===== src/rtl/mem_access_unit.sv =====
`default_nettype none
// ============================================================================
// Module   : mem_access_unit
// Brief    : MEM-stage data-RAM access unit: handshaked bus request, load
//            formatting, pipeline stall, misalignment and bus-timeout flags.
// Revision : 1.0  initial release
// ============================================================================
module mem_access_unit #(
  parameter int TIMEOUT_CYCLES = 255
) (
  input  logic        clk,
  input  logic        rst,
  input  logic        mem_read_flag,
  input  logic        mem_write_flag,
  input  logic        mem_sign_ext_flag,
  input  logic [3:0]  mem_sel,
  input  logic [31:0] mem_write_data,
  input  logic [31:0] mem_addr,
  input  logic [31:0] alu_result,
  output logic        ram_en,
  output logic [3:0]  ram_write_en,
  output logic [31:0] ram_addr,
  output logic [31:0] ram_write_data,
  input  logic [31:0] ram_read_data,
  input  logic        ram_ready,
  output logic        stall_request,
  output logic [31:0] result_data,
  output logic        addr_error,
  output logic        bus_error
);

  localparam int C_CNT_W = (TIMEOUT_CYCLES < 2) ? 1 : $clog2(TIMEOUT_CYCLES + 1);
  localparam logic [C_CNT_W-1:0] C_LIMIT = C_CNT_W'(TIMEOUT_CYCLES);
  localparam logic [C_CNT_W-1:0] C_ONE   = C_CNT_W'(1);
  localparam bit C_TIMEOUT_EN = (TIMEOUT_CYCLES != 0);

  typedef enum logic [1:0] {
    ST_IDLE = 2'd0,
    ST_REQ  = 2'd1,
    ST_DONE = 2'd2
  } state_t;

  state_t             r_state;
  state_t             w_state_next;
  logic [C_CNT_W-1:0] r_cnt;
  logic [C_CNT_W-1:0] w_cnt_inc;
  logic [31:0]        r_load;
  logic               w_mem_op;
  logic               w_is_read;
  logic               w_is_store;
  logic               w_word;
  logic               w_misaligned;
  logic               w_timeout;
  logic [1:0]         w_off;
  logic [7:0]         w_byte;
  logic [31:0]        w_load_fmt;
  logic [3:0]         w_strobes;
  logic [31:0]        w_store_data;

  assign w_off        = mem_addr[1:0];
  assign w_word       = (mem_sel == 4'b1111);
  assign w_mem_op     = (mem_read_flag | mem_write_flag) & (mem_sel != 4'b0000);
  // A read with the write flag also set is still a read.
  assign w_is_read    = mem_read_flag;
  assign w_is_store   = mem_write_flag & ~mem_read_flag;
  assign w_misaligned = w_word & (w_off != 2'b00);
  assign w_cnt_inc    = r_cnt + C_ONE;
  assign w_timeout    = C_TIMEOUT_EN && (w_cnt_inc == C_LIMIT);

  always_comb begin
    w_byte = ram_read_data[7:0];
    case (w_off)
      2'd0:    w_byte = ram_read_data[7:0];
      2'd1:    w_byte = ram_read_data[15:8];
      2'd2:    w_byte = ram_read_data[23:16];
      default: w_byte = ram_read_data[31:24];
    endcase
  end

  assign w_load_fmt   = w_word ? ram_read_data
                               : {{24{mem_sign_ext_flag & w_byte[7]}}, w_byte};
  assign w_strobes    = w_is_store ? (w_word ? 4'b1111 : (4'b0001 << w_off)) : 4'b0000;
  assign w_store_data = w_word ? mem_write_data : {4{mem_write_data[7:0]}};

  always_ff @(posedge clk or negedge rst) begin
    if (!rst) r_state <= ST_IDLE;
    else      r_state <= w_state_next;
  end

  always_comb begin
    w_state_next  = r_state;
    stall_request = 1'b0;
    result_data   = alu_result;
    case (r_state)
      ST_IDLE: begin
        if (w_mem_op) begin
          stall_request = 1'b1;
          w_state_next  = w_misaligned ? ST_DONE : ST_REQ;
        end
      end
      ST_REQ: begin
        stall_request = 1'b1;
        if (ram_ready || w_timeout) w_state_next = ST_DONE;
      end
      ST_DONE: begin
        result_data  = r_load;
        w_state_next = ST_IDLE;
      end
      default: w_state_next = ST_IDLE;
    endcase
  end

  always_ff @(posedge clk or negedge rst) begin
    if (!rst) begin
      r_cnt          <= '0;
      r_load         <= '0;
      ram_en         <= 1'b0;
      ram_write_en   <= 4'b0000;
      ram_addr       <= '0;
      ram_write_data <= '0;
      addr_error     <= 1'b0;
      bus_error      <= 1'b0;
    end else begin
      case (r_state)
        ST_IDLE: begin
          r_cnt <= '0;
          if (w_mem_op) begin
            if (w_misaligned) begin
              addr_error <= 1'b1;
              bus_error  <= 1'b0;
              r_load     <= '0;
            end else begin
              ram_en         <= 1'b1;
              ram_write_en   <= w_strobes;
              ram_addr       <= {mem_addr[31:2], 2'b00};
              ram_write_data <= w_store_data;
            end
          end
        end
        ST_REQ: begin
          r_cnt <= w_cnt_inc;
          // Ready takes priority over a timeout landing on the same cycle.
          if (ram_ready) begin
            ram_en       <= 1'b0;
            ram_write_en <= 4'b0000;
            r_load       <= w_is_read ? w_load_fmt : '0;
            addr_error   <= 1'b0;
            bus_error    <= 1'b0;
          end else if (w_timeout) begin
            ram_en       <= 1'b0;
            ram_write_en <= 4'b0000;
            r_load       <= '0;
            addr_error   <= 1'b0;
            bus_error    <= 1'b1;
          end
        end
        ST_DONE: begin
          addr_error <= 1'b0;
          bus_error  <= 1'b0;
        end
        default: begin
          r_cnt <= '0;
        end
      endcase
    end
  end

endmodule
`default_nettype wire


===== config.mk =====
export PLATFORM = sky130hd
export DESIGN_NAME = mem_access_unit
export DESIGN_NICKNAME = d
export VERILOG_FILES = /design/src/rtl/mem_access_unit.sv
export SDC_FILE = /design/constraint.sdc
export NUM_CORES = 1
export LEC_CHECK = 0
export ABC_CLOCK_PERIOD_IN_PS = 2600
export BUFFER_PORTS_ARGS = -buffer_cell sky130_fd_sc_hd__buf_4
export CAP_MARGIN = 20
export CORE_MARGIN = 2
export CORE_UTILIZATION = 48
export DETAILED_ROUTE_END_ITERATION = 16
export GPL_ROUTABILITY_DRIVEN = 0
export GPL_TIMING_DRIVEN = 0
export PLACE_DENSITY = 0.84
export SYNTH_ARGS = -nofsm -noshare
export SYNTH_HDL_FRONTEND = slang
export SYNTH_SLANG_ARGS = --single-unit

===== constraint.sdc =====
create_clock -name clk -period 2.6 [get_ports clk]
set_input_delay 0.39 -clock clk [delete_from_list [all_inputs] [get_ports clk]]
set_output_delay 0.39 -clock clk [all_outputs]
set_load 0.02 [all_outputs]

Word-level counts from Yosys, hierarchy flattened
Cells that the tools add are included.
Widths: inputs -> output; s select.
Storage, ports and cells
  output and inout bits: 104
  input port bits: 138
  flip-flop bits (word level): 111
  logic and storage cells: 78
Cells by class
  $add $sub $neg: 1
  reduce and logical (&&, ||, !) cells: 12
  equality and inequality tests: 11
  shift-type cells: 1
  bitwise logic cells: 7
  multiplexer cells: 37
Operator list (count)
  $mux 32: 8
  $pmux 32 s2: 1
  $mux 4: 6
  $pmux 8 s3: 1
  $pmux 8 s2: 1
  $reduce_and 4->1: 3
  $mux 1: 11
  $add 8x1->8 const B: 1
  $eq 8x8->1 const B: 1
  $ne 2x2->1 const B: 4
  $pmux 4 s2: 1
  $mux 2: 3
  $pmux 1 s3: 2
  $and 1x1->1: 4
  $eq 2x1->1 const B: 2
  $eq 2x2->1 const B: 2
  $eq 4x4->1 const B: 1
  $logic_not 2->1: 2
  $pmux 1 s2: 2
  $pmux 2 s2: 1
  $reduce_bool 2->1: 2
  $reduce_bool 4->1: 1
  $shl 1x2->4 const A: 1
  $ne 3x3->1 const B: 1
  other kinds (6): 7

Longest topological paths before layout
  depth after elaboration: 7
  gate-level depth with buffers: 9
  depth with buffers taken out: 7

Worst setup path after synthesis
Ideal clock, no wire load.
  path type: reg2out
  from: register r_state[0]
  to: output port result_data[20]
  arrival: 1.692 ns
  path buffers: 2
  cell stages (with the launch flop): 6
  path slack: 0.518 ns
  path through: dfrtp_1 inv_1 ha_1 clkbuf_1 buf_1 mux2_2
On the way
  cells in the longest elaborated chain, start to end: 2
RTL lines
  from (decl): RTL line 43  | state_t r_state;
  from (signal assigned): RTL line 87  | else r_state <= w_state_next;
  $eq 2x2->1: RTL line 94  | case (r_state)
  $mux 32: RTL line 94
  to (decl): RTL line 27  | output logic [31:0] result_data,
No other way between the ends.

Final worst setup path
  from: register r_state[0]
  to: output port result_data[30]
The elaborated chain is that of the path after synthesis.

==> metrics <==
number of instances in the synthesized netlist around 500; dominant synthesized flop cell sky130_fd_sc_hd__dfrtp_1; Fin Setup TNS 0 ns; number of global-route vias before repair 5137; number of H-tree branching levels 3; first-iteration detailed-routing DRC count 360; share of post-route cells with drive strength above 1 47.51%; CP Capture Point result_data[30]; count of antenna diodes in the layout 0; max-cap violations 0; final setup fails 0; Worst EP required ~2.2 ns; clk sink count 111; number of vias in the routed layout around 5000; Slew Viols, Final 0; launch instance of the worst register-to-register path r_cnt[0]; reg-to-reg slack, setup around 0.30 ns; Max transition margin around 57%; post-synth top area share between 40% and 50%; Fmax achieved about 400 MHz; die boundary height between 100 and 150 um; total power between 0.008 and 0.009 W; Hold Slack 0.06093 ns; Yosys reg bits between 100 and 150; Core Area between 0.01 and 0.015 mm2; full die area ~0.013 mm2; drt wl/cell 18.37 um; Initial Util slightly below 50%; share of flip-flops with an asynchronous set or reset after synthesis 100.0%; post-synthesis instance area approximately 0.0056 mm2; time the final worst path needs with I/O delays and setup 2.508 ns; FP Rows 39; count of hold buffers inserted by post-cts repair 0; Unique masters post-synth 52; most area-consuming cells after synthesis sky130_fd_sc_hd__dfrtp_1 (50%), sky130_fd_sc_hd__mux2_2 (14%), sky130_fd_sc_hd__a21oi_1 (5.1%); HPWL after DPL around 13 mm; Port Buffer Count 238; worst-case reg-to-reg path depth 7; Antenna Violating Nets Remaining 0; buffer levels on the longest clock path 2; wire length of the first global-routing pass around 26 mm; maximum number of pins on one net before global-route repair 64; non-filler cells, final 905; Hold Crit Class input pin to async pin; Hold Fails Final Rpt 0; latest clock arrival within the worst-skew pair approximately 0.35 ns; routed vias/inst around 5.6; power density relative to cell area ~1100 mW/mm2; Clock Pin Slew Worst Setup and Hold Paths around 0.070 ns; number of buffers created by CTS 9; overall track demand over capacity in global routing between 20% and 30%; Avg Synthesized Cell Area 11.01 um2; portion of the post-synthesis area used by sequential elements approximately half; DR pass1 iterations 7; number of flops mapped to enable cells by yosys 0; Area growth syn-to-layout 42.04%; startpoint of the worst setup timing path r_state[0]; capture point of the worst reg-to-reg path r_load[20]; cell count after placement 890; leakage power total ~4.0 nW; library cell with the highest instance count after synthesis sky130_fd_sc_hd__dfrtp_1; CP Max Fanout 10; clk root buf sky130_fd_sc_hd__clkbuf_16; count of warnings emitted by yosys 0; Final period util a little over nine tenths; transition at the pin with the smallest max-transition slack approximately 0.64 ns; CP Class flip-flop to output port; unrepaired setup endpoints after global routing false; residual DRC count 0; dominant cell type by area after synthesis sky130_fd_sc_hd__dfrtp_1; top-level I/O count approximately 240; GRT Residual Overflow 0; number of nets in the layout 902; TritonCTS clock tree done; worst-case vdd ir drop 0.7248 mV; number of antenna violations at the first check in global routing 0; buffers inserted during post-CTS setup optimization 0; Commonest cells post-synth sky130_fd_sc_hd__dfrtp_1 (111), sky130_fd_sc_hd__mux2_2 (70), sky130_fd_sc_hd__nand2_1 (58); result of the run finished, final reports clean; data arrival at the endpoint of the critical path 2.12 ns; total length of routed wires between 15 and 20 mm; Chip Width roughly 110 um; sort of element at the end of the critical path output port; element type at the critical path start flip-flop; Clock Skew a little over 0.008 ns
## sequential cells by signal, indices dropped and copies added, names as in the netlist
signal          cells
ram_addr           30
ram_write_en        4
bus_error           1
r_cnt               8
ram_write_data     32
ram_en              1
r_state             2
r_load             32
addr_error          1
## cells by family after synthesis
logic type	count (synthesis)	share of synthesized area [%]
compound gates	143	16.09
flops	111	49.75
simple gates	106	9.010
mux	89	19.05
buf+inv	49	4.370
fa+ha+maj	6	1.345
xor+xnor	2	0.3138
other cells	1	0.06717
## how the worst min path moves through the flow
stage               slack (ns)                 end  cells after the start
global route              0.11  ram_write_data[14]                      1
CTS                       0.08  ram_write_data[14]                      1
global placement          0.46          r_load[24]                      1
floorplan                 0.09          addr_error                      0
detailed placement        0.45  ram_write_data[14]                      1
finish                    0.06  ram_write_data[14]                      1
## cells in the final DEF, fill, tap and decap left out, types with 3 or more instances in the layout
cell and instances:
sky130_fd_sc_hd__nand2_1 58, sky130_fd_sc_hd__o2bb2ai_1 8, sky130_fd_sc_hd__nand3_1 5, sky130_fd_sc_hd__buf_4 241
sky130_fd_sc_hd__bufinv_16 3, sky130_fd_sc_hd__buf_2 10, sky130_fd_sc_hd__clkbuf_16 9, sky130_fd_sc_hd__mux2_2 70
sky130_fd_sc_hd__clkbuf_1 15, sky130_fd_sc_hd__and2_1 8, sky130_fd_sc_hd__a21oi_1 57, sky130_fd_sc_hd__inv_1 9
sky130_fd_sc_hd__ha_1 6, sky130_fd_sc_hd__dfrtp_1 111, sky130_fd_sc_hd__a21o_1 24, sky130_fd_sc_hd__nand2b_1 4
sky130_fd_sc_hd__mux4_2 6, sky130_fd_sc_hd__nand4_1 3, sky130_fd_sc_hd__o21ai_0 34, sky130_fd_sc_hd__and3_1 3
sky130_fd_sc_hd__buf_6 5, sky130_fd_sc_hd__mux2i_1 11, sky130_fd_sc_hd__nor2_1 11
## report_power, final
part | switching (W) | internal (W) | total [W] | leakage, nW
clock network | 0.000636 | 0.000941 | 0.00158 | 0.159
registers | 0.000444 | 0.00246 | 0.00291 | 1.41
logic | 0.00224 | 0.00197 | 0.00421 | 2.42
## final cells by class
| cell class | instances | area (um2) |
|---|---|---|
| sequential | 111 | 2778 |
| multi-input combinational | 348 | 2565 |
| fill | 847 | 3440 |
| inverter | 11 | 45.04 |
| clock buffer | 10 | 229.0 |
| timing repair buffer | 239 | 1814 |
| clock inverter | 5 | 106.4 |
| buffer | 38 | 214.0 |
| tap | 143 | 178.9 |
## layer usage
layer,share of wire [%],vias up,wire (um),track usage [%]
li1,-,2310,-,-
met1,40,2449,6701,33.79
met2,49,235,8141,42.26
met3,7.0,45,1171,5.553
met4,3.7,0,612,12.18
met5,0,-,0,0
## repair_timing
| action | in CTS | in global routing |
|---|---|---|
| gates resized for setup | 4 | 6 |
| endpoints found under the setup margin | 21 | 13 |
| pin swaps | 0 | 0 |
| hold endpoints to repair | 0 | 0 |
## through the flow
| step | util, % | cell area, um2 | setup WS, ns |
|---|---|---|---|
| 2_1_floorplan | - | 5587 | 0.5179 |
| 3_3_place_gp | 66.42 | 7552 | 0.05866 |
| 3_5_place_dp | 66.67 | 7580 | 0.03030 |
| 4_1_cts | 69.66 | 7920 | 0.02192 |
| 5_1_grt | 69.75 | 7930 | 0.01140 |
| 6_report | 69.75 | 7930 | 0.09213 |
## critical path: stages, from the launching register on
cell and delay (ns):
sky130_fd_sc_hd__dfrtp_1 0.42, sky130_fd_sc_hd__inv_1 0.10, sky130_fd_sc_hd__ha_1 0.23, sky130_fd_sc_hd__clkbuf_4 0.24, sky130_fd_sc_hd__buf_2 0.27, sky130_fd_sc_hd__mux2_2 0.36
sky130_fd_sc_hd__buf_4 0.16
(Power assumes the default switching activity.)
